<file path="src/rtl/alu_seq_if.sv">
// -----------------------------------------------------------------------------
// alu_seq_if
// Handshake bundle between an operand-issuing controller and alu_seq, plus the
// result side towards the consumer.
//
// Signals:
//   in_valid   controller -> alu   operands and op valid this cycle
//   in_ready   alu -> controller   alu accepts operands this cycle
//   a, b       controller -> alu   operands, WIDTH bits
//   op         controller -> alu   operation select, 3 bits
//   out_valid  alu -> consumer     result registers hold a valid result
//   out_ready  consumer -> alu     consumer takes the result this cycle
//   result     alu -> consumer     registered result, WIDTH bits
//   carry      alu -> consumer     registered carry/borrow/overflow flag
//   zero       alu -> consumer     registered result == 0 flag
//
// Modports:
//   master  controller/consumer side (drives operands and out_ready)
//   slave   alu_seq side
// -----------------------------------------------------------------------------
interface alu_seq_if #(
   parameter int WIDTH = 8
);
   logic             in_valid;
   logic             in_ready;
   logic [WIDTH-1:0] a;
   logic [WIDTH-1:0] b;
   logic [2:0]       op;
   logic             out_valid;
   logic             out_ready;
   logic [WIDTH-1:0] result;
   logic             carry;
   logic             zero;

   modport master (
      output in_valid, a, b, op, out_ready,
      input  in_ready, out_valid, result, carry, zero
   );

   modport slave (
      input  in_valid, a, b, op, out_ready,
      output in_ready, out_valid, result, carry, zero
   );
endinterface

</file>
<file path="src/rtl/alu_seq.sv">
// -----------------------------------------------------------------------------
// alu_seq
// Handshaked ALU with registered result. Single-cycle ops (ADD, SUB, AND, OR,
// XOR, NOT, and SLT/div-by-zero) present their result the cycle after accept;
// MUL (and DIV when enabled) iterate one bit per cycle for WIDTH cycles while
// new input is held off.
//
// Build option:
//   ALU_DIV_EN  defined   -> op 110 is an unsigned restoring divide
//               undefined -> op 110 is unsigned set-less-than, no divider
//
// Parameters:
//   WIDTH   operand/result width, 2..32
//
// Ports:
//   clk     rising-edge clock
//   rst_n   asynchronous active-low reset
//   bus     alu_seq_if.slave: in_valid/in_ready/a/b/op on the issue side,
//           out_valid/out_ready/result/carry/zero on the result side
// -----------------------------------------------------------------------------
module alu_seq #(
   parameter int WIDTH = 8
) (
   input  logic     clk,
   input  logic     rst_n,
   alu_seq_if.slave bus
);

   localparam int CNT_W = $clog2(WIDTH + 1);

   localparam logic [2:0] OP_ADD = 3'b000;
   localparam logic [2:0] OP_SUB = 3'b001;
   localparam logic [2:0] OP_AND = 3'b010;
   localparam logic [2:0] OP_OR  = 3'b011;
   localparam logic [2:0] OP_XOR = 3'b100;
   localparam logic [2:0] OP_MUL = 3'b101;
   localparam logic [2:0] OP_D6  = 3'b110;
   localparam logic [2:0] OP_NOT = 3'b111;

   typedef enum logic [1:0] {
      IDLE = 2'd0,
      BUSY = 2'd1,
      DONE = 2'd2
   } state_t;

   // State and datapath registers
   state_t             state_q;
   logic [CNT_W-1:0]   cnt_q;
   logic [WIDTH-1:0]   opa_q;
   // MUL: {partial product high, multiplier/product low}
   // DIV: {remainder, dividend/quotient}
   logic [2*WIDTH-1:0] prod_q;
   logic [WIDTH-1:0]   result_q;
   logic               carry_q;
   logic               zero_q;
`ifdef ALU_DIV_EN
   logic [WIDTH-1:0]   opb_q;
   logic               is_div_q;
`endif

   // Combinational helpers
   logic               accept;
   logic               last_iter;
   logic [WIDTH:0]     add_sum;
   logic [WIDTH:0]     sub_diff;
   logic [WIDTH-1:0]   sc_result_d;
   logic               sc_carry_d;
   logic               sc_zero_d;
   logic               start_iter;
   logic [WIDTH:0]     mul_sum;
   logic [2*WIDTH-1:0] mul_next;
   logic [2*WIDTH-1:0] prod_d;
   logic [WIDTH-1:0]   fin_result_d;
   logic               fin_carry_d;
   logic               fin_zero_d;

   // in_ready looks at out_ready combinationally so a stalled result can be
   // replaced in the same cycle it is consumed.
   assign bus.in_ready  = (state_q == IDLE) || ((state_q == DONE) && bus.out_ready);
   assign bus.out_valid = (state_q == DONE);
   assign bus.result    = result_q;
   assign bus.carry     = carry_q;
   assign bus.zero      = zero_q;

   assign accept    = bus.in_valid && bus.in_ready;
   assign last_iter = (cnt_q == CNT_W'(1));

   assign add_sum  = {1'b0, bus.a} + {1'b0, bus.b};
   // Top bit of the extended difference is the borrow (a < b).
   assign sub_diff = {1'b0, bus.a} - {1'b0, bus.b};

   // Single-cycle result from the live inputs, registered on accept.
   always_comb begin
      sc_result_d = '0;
      sc_carry_d  = 1'b0;
      start_iter  = 1'b0;
      case (bus.op)
         OP_ADD: {sc_carry_d, sc_result_d} = add_sum;
         OP_SUB: begin
            sc_result_d = sub_diff[WIDTH-1:0];
            sc_carry_d  = sub_diff[WIDTH];
         end
         OP_AND: sc_result_d = bus.a & bus.b;
         OP_OR:  sc_result_d = bus.a | bus.b;
         OP_XOR: sc_result_d = bus.a ^ bus.b;
         OP_MUL: start_iter  = 1'b1;
`ifdef ALU_DIV_EN
         OP_D6: begin
            // Divide by zero short-circuits: all ones with carry, no BUSY.
            if (bus.b == '0) begin
               sc_result_d = '1;
               sc_carry_d  = 1'b1;
            end else begin
               start_iter  = 1'b1;
            end
         end
`else
         OP_D6:  sc_result_d = {{(WIDTH-1){1'b0}}, (bus.a < bus.b)};
`endif
         OP_NOT: sc_result_d = ~bus.a;
         default: sc_result_d = '0;
      endcase
   end

   assign sc_zero_d = (sc_result_d == '0);

   // Shift-add multiply step: add the multiplicand to the high half when the
   // current multiplier LSB is set, then shift the whole product right. The
   // sum's carry-out becomes the new MSB.
   assign mul_sum  = {1'b0, prod_q[2*WIDTH-1:WIDTH]} + (prod_q[0] ? {1'b0, opa_q} : '0);
   assign mul_next = {mul_sum, prod_q[WIDTH-1:1]};

`ifdef ALU_DIV_EN
   logic [WIDTH:0]     div_shift;
   logic [WIDTH:0]     div_trial;
   logic [2*WIDTH-1:0] div_next;

   // Restoring divide step: shift the next dividend bit into the remainder,
   // trial-subtract the divisor, keep the difference if it did not borrow.
   // The remainder is always below the divisor, so the kept value fits WIDTH.
   assign div_shift = prod_q[2*WIDTH-1:WIDTH-1];
   assign div_trial = div_shift - {1'b0, opb_q};
   assign div_next  = {(div_trial[WIDTH] ? div_shift[WIDTH-1:0] : div_trial[WIDTH-1:0]),
                       prod_q[WIDTH-2:0], ~div_trial[WIDTH]};

   assign prod_d      = is_div_q ? div_next : mul_next;
   assign fin_carry_d = !is_div_q && (|prod_d[2*WIDTH-1:WIDTH]);
`else
   assign prod_d      = mul_next;
   assign fin_carry_d = |prod_d[2*WIDTH-1:WIDTH];
`endif

   assign fin_result_d = prod_d[WIDTH-1:0];
   assign fin_zero_d   = (fin_result_d == '0);

   always_ff @(posedge clk or negedge rst_n) begin
      if (!rst_n) begin
         state_q  <= IDLE;
         cnt_q    <= '0;
         opa_q    <= '0;
         prod_q   <= '0;
         result_q <= '0;
         carry_q  <= 1'b0;
         zero_q   <= 1'b0;
`ifdef ALU_DIV_EN
         opb_q    <= '0;
         is_div_q <= 1'b0;
`endif
      end else begin
         case (state_q)
            IDLE, DONE: begin
               if (accept) begin
                  opa_q <= bus.a;
                  if (start_iter) begin
                     state_q <= BUSY;
                     cnt_q   <= CNT_W'(WIDTH);
`ifdef ALU_DIV_EN
                     opb_q    <= bus.b;
                     is_div_q <= (bus.op == OP_D6);
                     // Divide starts from the dividend, multiply from the multiplier.
                     prod_q   <= {{WIDTH{1'b0}}, ((bus.op == OP_D6) ? bus.a : bus.b)};
`else
                     prod_q   <= {{WIDTH{1'b0}}, bus.b};
`endif
                  end else begin
                     state_q  <= DONE;
                     result_q <= sc_result_d;
                     carry_q  <= sc_carry_d;
                     zero_q   <= sc_zero_d;
                  end
               end else if ((state_q == DONE) && bus.out_ready) begin
                  state_q <= IDLE;
               end
            end

            BUSY: begin
               prod_q <= prod_d;
               cnt_q  <= cnt_q - CNT_W'(1);
               if (last_iter) begin
                  state_q  <= DONE;
                  result_q <= fin_result_d;
                  carry_q  <= fin_carry_d;
                  zero_q   <= fin_zero_d;
               end
            end

            default: state_q <= IDLE;
         endcase
      end
   end

endmodule

</file>
<file path="src/flat_wrapper.sv">
// flat-port wrapper written by rule: the top's interface ports become plain ports
module alu_seq_flat 
#(
   parameter int WIDTH = 8
)
  (clk, rst_n, bus_in_valid, bus_a, bus_b, bus_op, bus_out_ready, bus_in_ready, bus_out_valid, bus_result, bus_carry, bus_zero);
  alu_seq_if #(.WIDTH(WIDTH)) bus_i ();
  input  logic clk;
  input  logic rst_n;
  input wire logic [$bits(bus_i.in_valid)-1:0] bus_in_valid;
  input wire logic [$bits(bus_i.a)-1:0] bus_a;
  input wire logic [$bits(bus_i.b)-1:0] bus_b;
  input wire logic [$bits(bus_i.op)-1:0] bus_op;
  input wire logic [$bits(bus_i.out_ready)-1:0] bus_out_ready;
  output wire logic [$bits(bus_i.in_ready)-1:0] bus_in_ready;
  output wire logic [$bits(bus_i.out_valid)-1:0] bus_out_valid;
  output wire logic [$bits(bus_i.result)-1:0] bus_result;
  output wire logic [$bits(bus_i.carry)-1:0] bus_carry;
  output wire logic [$bits(bus_i.zero)-1:0] bus_zero;
  assign bus_i.in_valid = bus_in_valid;
  assign bus_i.a = bus_a;
  assign bus_i.b = bus_b;
  assign bus_i.op = bus_op;
  assign bus_i.out_ready = bus_out_ready;
  assign bus_in_ready = bus_i.in_ready;
  assign bus_out_valid = bus_i.out_valid;
  assign bus_result = bus_i.result;
  assign bus_carry = bus_i.carry;
  assign bus_zero = bus_i.zero;
  alu_seq #(.WIDTH(WIDTH)) u_core (.clk(clk), .rst_n(rst_n), .bus(bus_i));
endmodule
</file>
<file path="config.mk">
export PLATFORM = sky130hd
export DESIGN_NAME = alu_seq_flat
export DESIGN_NICKNAME = d
export VERILOG_FILES = /design/src/rtl/alu_seq_if.sv /design/src/rtl/alu_seq.sv /design/src/flat_wrapper.sv
export SDC_FILE = /design/constraint.sdc
export NUM_CORES = 1
export LEC_CHECK = 0
export ABC_CLOCK_PERIOD_IN_PS = 2650
export BUFFER_PORTS_ARGS = -buffer_cell sky130_fd_sc_hd__buf_2
export CORE_MARGIN = 5
export CORE_UTILIZATION = 40
export DETAILED_ROUTE_END_ITERATION = 8
export SLEW_MARGIN = 20
export SYNTH_ARGS = -nofsm -noshare
export SYNTH_HDL_FRONTEND = slang
export SYNTH_SLANG_ARGS = --single-unit
</file>
<file path="constraint.sdc">
create_clock -name clk -period 2.65 [get_ports clk]
set_clock_uncertainty 0.15 [all_clocks]
set_input_delay 0.265 -clock clk [delete_from_list [all_inputs] [get_ports clk]]
set_output_delay 0.265 -clock clk [all_outputs]
set_load 0.005 [all_outputs]
</file>
# [Word-level counts from Yosys, hierarchy flattened]
# Index checks and enable logic that the tools add are counted.
[totals] wordCells=72 ff_bits=40 input_bits=23 output_inout_bits=12
[op_classes] bitwise_logic=4 n_addsub=4 magnitude_cmp=1 reduce_logical=14 muxes=27 n_eq_ne=15
[op_table] operator="8-bit case mux with 7 select lines" n=1
[op_table] operator="16-bit two-way mux" n=2
[op_table] operator="8-bit two-way mux" n=4
[op_table] operator="16-bit case mux with 2 select lines" n=1
[op_table] operator="8-bit zero test" n=2
[op_table] operator="8-bit case mux with 2 select lines" n=1
[op_table] operator="3-bit == test, second input constant" n=4
[op_table] operator="8-bit by 8-bit adder with 9-bit output" n=1
[op_table] operator="8-bit by 9-bit adder with 9-bit output" n=1
[op_table] operator="8-bit by 8-bit subtractor with 9-bit output" n=1
[op_table] operator="8-bit AND" n=1
[op_table] operator="8-bit less-than comparator" n=1
[op_table] operator="2-bit two-way mux" n=4
[op_table] operator="4-bit two-way mux" n=2
[op_table] operator="8-bit NOT" n=1
[op_table] operator="8-bit bitwise OR" n=1
[op_table] operator="4-bit case mux with 2 select lines" n=1
[op_table] operator="8-bit OR reduction" n=1
[op_table] operator="8-bit bitwise XOR" n=1
[op_table] operator="1-bit two-way mux" n=7
[op_table] operator="3-bit by 2-bit == test with 1-bit output, second input constant" n=2
[op_table] operator="2-bit by 1-bit != test with 1-bit output, second input constant" n=3
[op_table] operator="1-bit case mux with 2 select lines" n=3
[op_table] operator="4-bit by 1-bit == test with 1-bit output, second input constant" n=1
[op_table] operator="other kinds (16)" n=18

# [Depth between registers and ports, before layout]
[logic_depth] depth_word=6 ltp_mapped=11

# [Worst setup path before layout]
# No wires, ideal clock.
[synth_timing] kind="flip-flop to flip-flop" start="register u_core.prod_q[0]" end="register u_core.carry_q (netlist: u_core.bus.carry)" t_required_ns=2.369 synth_period_minus_slack_ns=2.433 setup_slack_ns=0.217 path_stages_with_launch=11 t_arrival_ns=2.152 n_path_buf=0 setup_ns=0.131 cell_sequence="dfrtp_1 -> and2_1 -> ha_1 -> fa_1 -> a21o_1 -> a21oi_1 -> o21bai_1 -> a21oi_1 -> xnor2_1 -> and3b_1 -> a31oi_1"
[synth_between] elab_chain_cells=5
[synth_rtl] element="from (decl)" line_no="alu_seq.sv:52" rtl="logic [2*WIDTH-1:0] prod_q;"
[synth_rtl] element="from (signal assigned)" line_no="alu_seq.sv:183" rtl="prod_q <= {{WIDTH{1'b0}}, bus.b};"
[synth_rtl] element="from (signal assigned)" line_no="alu_seq.sv:197" rtl="prod_q <= prod_d;"
[synth_rtl] element="8-bit two-way mux" line_no="alu_seq.sv:130" rtl="assign mul_sum = {1'b0, prod_q[2*WIDTH-1:WIDTH]} + (prod_q[0] ? {1'b0, opa_q} : '0);"
[synth_rtl] element="8-bit by 9-bit adder with 9-bit output" line_no="alu_seq.sv:130"
[synth_rtl] element="8-bit OR reduction" line_no="alu_seq.sv:150" rtl="assign fin_carry_d = |prod_d[2*WIDTH-1:WIDTH];"
[synth_rtl] element="1-bit two-way mux" line_no="alu_seq.sv:199" rtl="if (last_iter) begin"
[synth_rtl] element="1-bit case mux with 2 select lines" line_no="alu_seq.sv:170" rtl="case (state_q)"
[synth_rtl] element="to (signal assigned)" line_no="alu_seq.sv:188" rtl="carry_q <= sc_carry_d;"
[synth_rtl] element="to (signal assigned)" line_no="alu_seq.sv:202" rtl="carry_q <= fin_carry_d;"
[synth_rtl] element="to (decl)" line_no="alu_seq.sv:54" rtl="logic carry_q;"
# No other way between the ends. The select of a mux whose other input is x is not followed.
# A chain may end at the register's enable or synchronous reset.

# [Final worst setup path]
[layout_timing] start="register u_core.opa_q[0]" end="register u_core.carry_q (netlist: u_core.bus.carry)"
[layout_between] elab_chain_cells=5
[layout_rtl] element="from (decl)" line_no="alu_seq.sv:49" rtl="logic [WIDTH-1:0] opa_q;"
[layout_rtl] element="from (signal assigned)" line_no="alu_seq.sv:173" rtl="opa_q <= bus.a;"
[layout_rtl] element="8-bit two-way mux" line_no="alu_seq.sv:130"
[layout_rtl] element="8-bit by 9-bit adder with 9-bit output" line_no="alu_seq.sv:130"
[layout_rtl] element="8-bit OR reduction" line_no="alu_seq.sv:150"
[layout_rtl] element="1-bit two-way mux" line_no="alu_seq.sv:199"
[layout_rtl] element="1-bit case mux with 2 select lines" line_no="alu_seq.sv:170"
# No other way between the ends. The select of a mux whose other input is x is not followed.

==> results.ini <==
[timing]
tightest_slew_ns = 0.880
rsz0062_at_grt = false
post-route-period-util_pct = 94.3
fmax_mhz = 400
slew_violations = 0
min_period_ns = 2.50
setup_slack_ns = 0.151
final.setup.tns_ns = 0
slew_headroom_pct = 41.3
finalSetupViolCount = 0
hold_viol = 0

[placed_design]
port_buffers = 34
place_ws_ns = -0.0542
dpl_cell_area_sq_um = 3850
post-dp-hpwl_microns = 7670
place.gp.congestion = 0.912
dpl.cell_count = 567

[flow_run]
max_cap_viol_count = 0

[clocking]
cts_tree = yes
worst_setup_hold_path_clk_slew_ns = 0.08
cts_sinks = 40
cts_buffers = 5
insertion_delay_ns = 0.29
cts_setup_buffers = 0
htreeDepth = 2
cts_root_buf = clkbuf_8
max-clock-path-buffers = 2

[floorplan]
fp.dieArea_sq_um = 10300
die_y_microns = 101
die_w_microns = 101
rows = 33
ios = 35
start_util_pct = 40.8
core-area_sq_um = 8180

[global_route]
grt_antenna_before_repair = 0
grt_max_degree = 41
grt_util_met2_pct = 32.5
grt_pass1_wl_microns = 15700
gr-usage-met1_pct = 26.6
grt_pass1_vias = 3092
busiest_layer = met2
grt-ovfl-total = 0
grtUsageMet3_pct = 1.58
track_usage_pct = 19.2

[synth]
synthArstFlopShare_pct = 100
synth.top_cells.by_count = nand2_1 (49), dfrtp_1 (40), o21ai_0 (36)
netlist_instances = 405
yosysMostFrequentCell = nand2_1
synth_edf_count = 0
ys_warn_count = 0
synth.top_cell.area_share_pct = 30.0
netlist-cell-type-count = 59
synth_top_area_cell = dfrtp_1
yosysSeqAreaShare_pct = 30.0
synth_area_sq_um = 3340
syn_avg_cell_area_sq_um = 8.25
syn-num-nets = 465
ys.flop_type = dfrtp_1
synth-seq-cells = 40
synthTopCellsByArea = dfrtp_1 (30%), ha_1 (13%), nand2_1 (5.5%)

[finish]
final_cells = 576
nFillCells = 813
fin_nets = 530
drive_gt1_share_pct = 19.5
fin_util_pct = 48.7
fin_area_sq_um = 3980
num_antenna_cells = 0
synthToLayoutAreaGrowth_pct = 19.3

[setup_path]
path_common_cell = a21oi_2
cp_max_fo = 3
critPathCaptureType = register
startpoint_type = register
crit_buf_inv = 0
crit_family = compound AO/OA/AOI/OAI gates
crit_type = register to register
cp_slowest_cell = fa_1
worstPathRequired_ns = 2.67
worstPathCellList = and2_1 > ha_1 > fa_1 > a21o_1 > a21oi_2 > o21bai_1 > a21oi_2 > xnor2_1 > and3b_1 > a31oi_1
slowest_delay_ns = 0.42
cp.arrival_ns = 2.52
reg2reg_slack_ns = 0.15

[outcome]
status = completed

[drt]
num_vias = 3175
remaining_drc_errors = 0
post_drt_wl_per_cell_microns = 16.4
drt-total-wl_microns = 9460
drt.antenna.violating_nets = 0
drt-vias-per-instance = 5.51
first_iter_violations = 213
first_pass_iters = 5

[pwr]
vdd_drop_max_v = 0.000255
powerDensity_nw_per_um2 = 659
leakagePower_nw = 1.88

[min_path]
worstHoldPathType = primary input to register

[worst reg2reg max path: cells and delay by family, from the launching register on]
kind,cells,cell delay (ns)
compound gates,5,0.73
xor+xnor,1,0.15
fa+ha+maj,2,0.64
flops,1,0.38
simple gates,2,0.36
[worst paths after layout]
| path | from | to | cells after the start |
|---|---|---|---|
| worst max-delay path | u_core.opa_q[0] | u_core.bus.carry | 10 |
| worst min-delay path | bus_b[6] | u_core.prod_q[6] | 3 |
| worst min register to register | u_core.opa_q[4] | u_core.opa_q[4] | 2 |
| worst max register to register | u_core.opa_q[0] | u_core.bus.carry | 10 |
| min in group asynchronous | rst_n | u_core.bus.result[7] | 2 |
| max in group asynchronous | rst_n | u_core.bus.result[5] | 2 |
[layout by cell type (no fill, tap or decap), types with 4 or more instances in the layout]
master,netlist,final
nor2b_1,9,9
a21oi_1,29,26
o21bai_1,5,5
nand2b_1,9,9
and2_1,9,9
nor2_1,21,21
xnor2_1,8,8
a21o_1,4,4
clkbuf_8,0,5
o21ai_0,36,36
nand2_1,49,49
dfrtp_1,40,40
mux2_2,4,4
buf_2,4,34
nor3_1,10,10
a31oi_1,9,9
o221ai_1,4,4
ha_1,34,34
buf_4,1,39
inv_1,34,34
nand3_1,16,16
xor2_1,4,4
[registers in the layout, summed over array words and instances (netlist names)]
name,cells
u_core.bus.carry,1
u_core.bus.result,8
u_core.bus.zero,1
u_core.cnt_q,4
u_core.opa_q,8
u_core.prod_q,16
u_core.state_q,2
[what timing repair did]
item	in CTS	in global routing
setup endpoints to repair	0	3
hold buffers	1	0
hold endpoints to repair	40	0
gates resized for setup	0	3
[through the flow]
step | hold WS (ns) | power, mW
2_1_floorplan | -0.181 | 1.72
3_3_place_gp | 0.290 | 2.09
3_5_place_dp | 0.293 | 2.13
4_1_cts | 0.124 | 2.62
5_1_grt | 0.135 | 2.86
6_report | 0.130 | 2.62
[metal layers]
metal	wire length [microns]	part of all wire, %
met2	4410	47
met1	4470	47
met3	422	4.5
met5	0	0
met4	153	1.6
[power breakdown]
group          total, mW  leakage, nW  switching, mW  internal [mW]
Clock              0.495       0.0541          0.216          0.279
Sequential         0.995        0.488          0.165          0.830
Combinational       1.13         1.34          0.607          0.527
Total               2.62         1.88          0.989           1.64
[layout make-up]
cell class | count | area (sq um) | share of cell area, %
Clock buffer | 5 | 68.8 | 1.73
Multi-Input combinational cell | 315 | 2140 | 53.7
Sequential cell | 40 | 1000 | 25.1
Tap cell | 105 | 131 | 3.30
Timing Repair Buffer | 74 | 473 | 11.9
Inverter | 34 | 128 | 3.20
Clock inverter | 3 | 42.5 | 1.07
[logic make-up after synthesis]
logic type | Yosys count | synth area share [%]
buffers and inverters | 50 | 6.33
AOI/OAI and AO/OA | 121 | 23.3
adders and majority gates | 37 | 14.5
DFF | 40 | 30.0
muxes | 8 | 2.70
xor gates and xnor gates | 12 | 3.15
and+or+nand+nor | 137 | 20.0
Power figures use the tool's default switching activity.
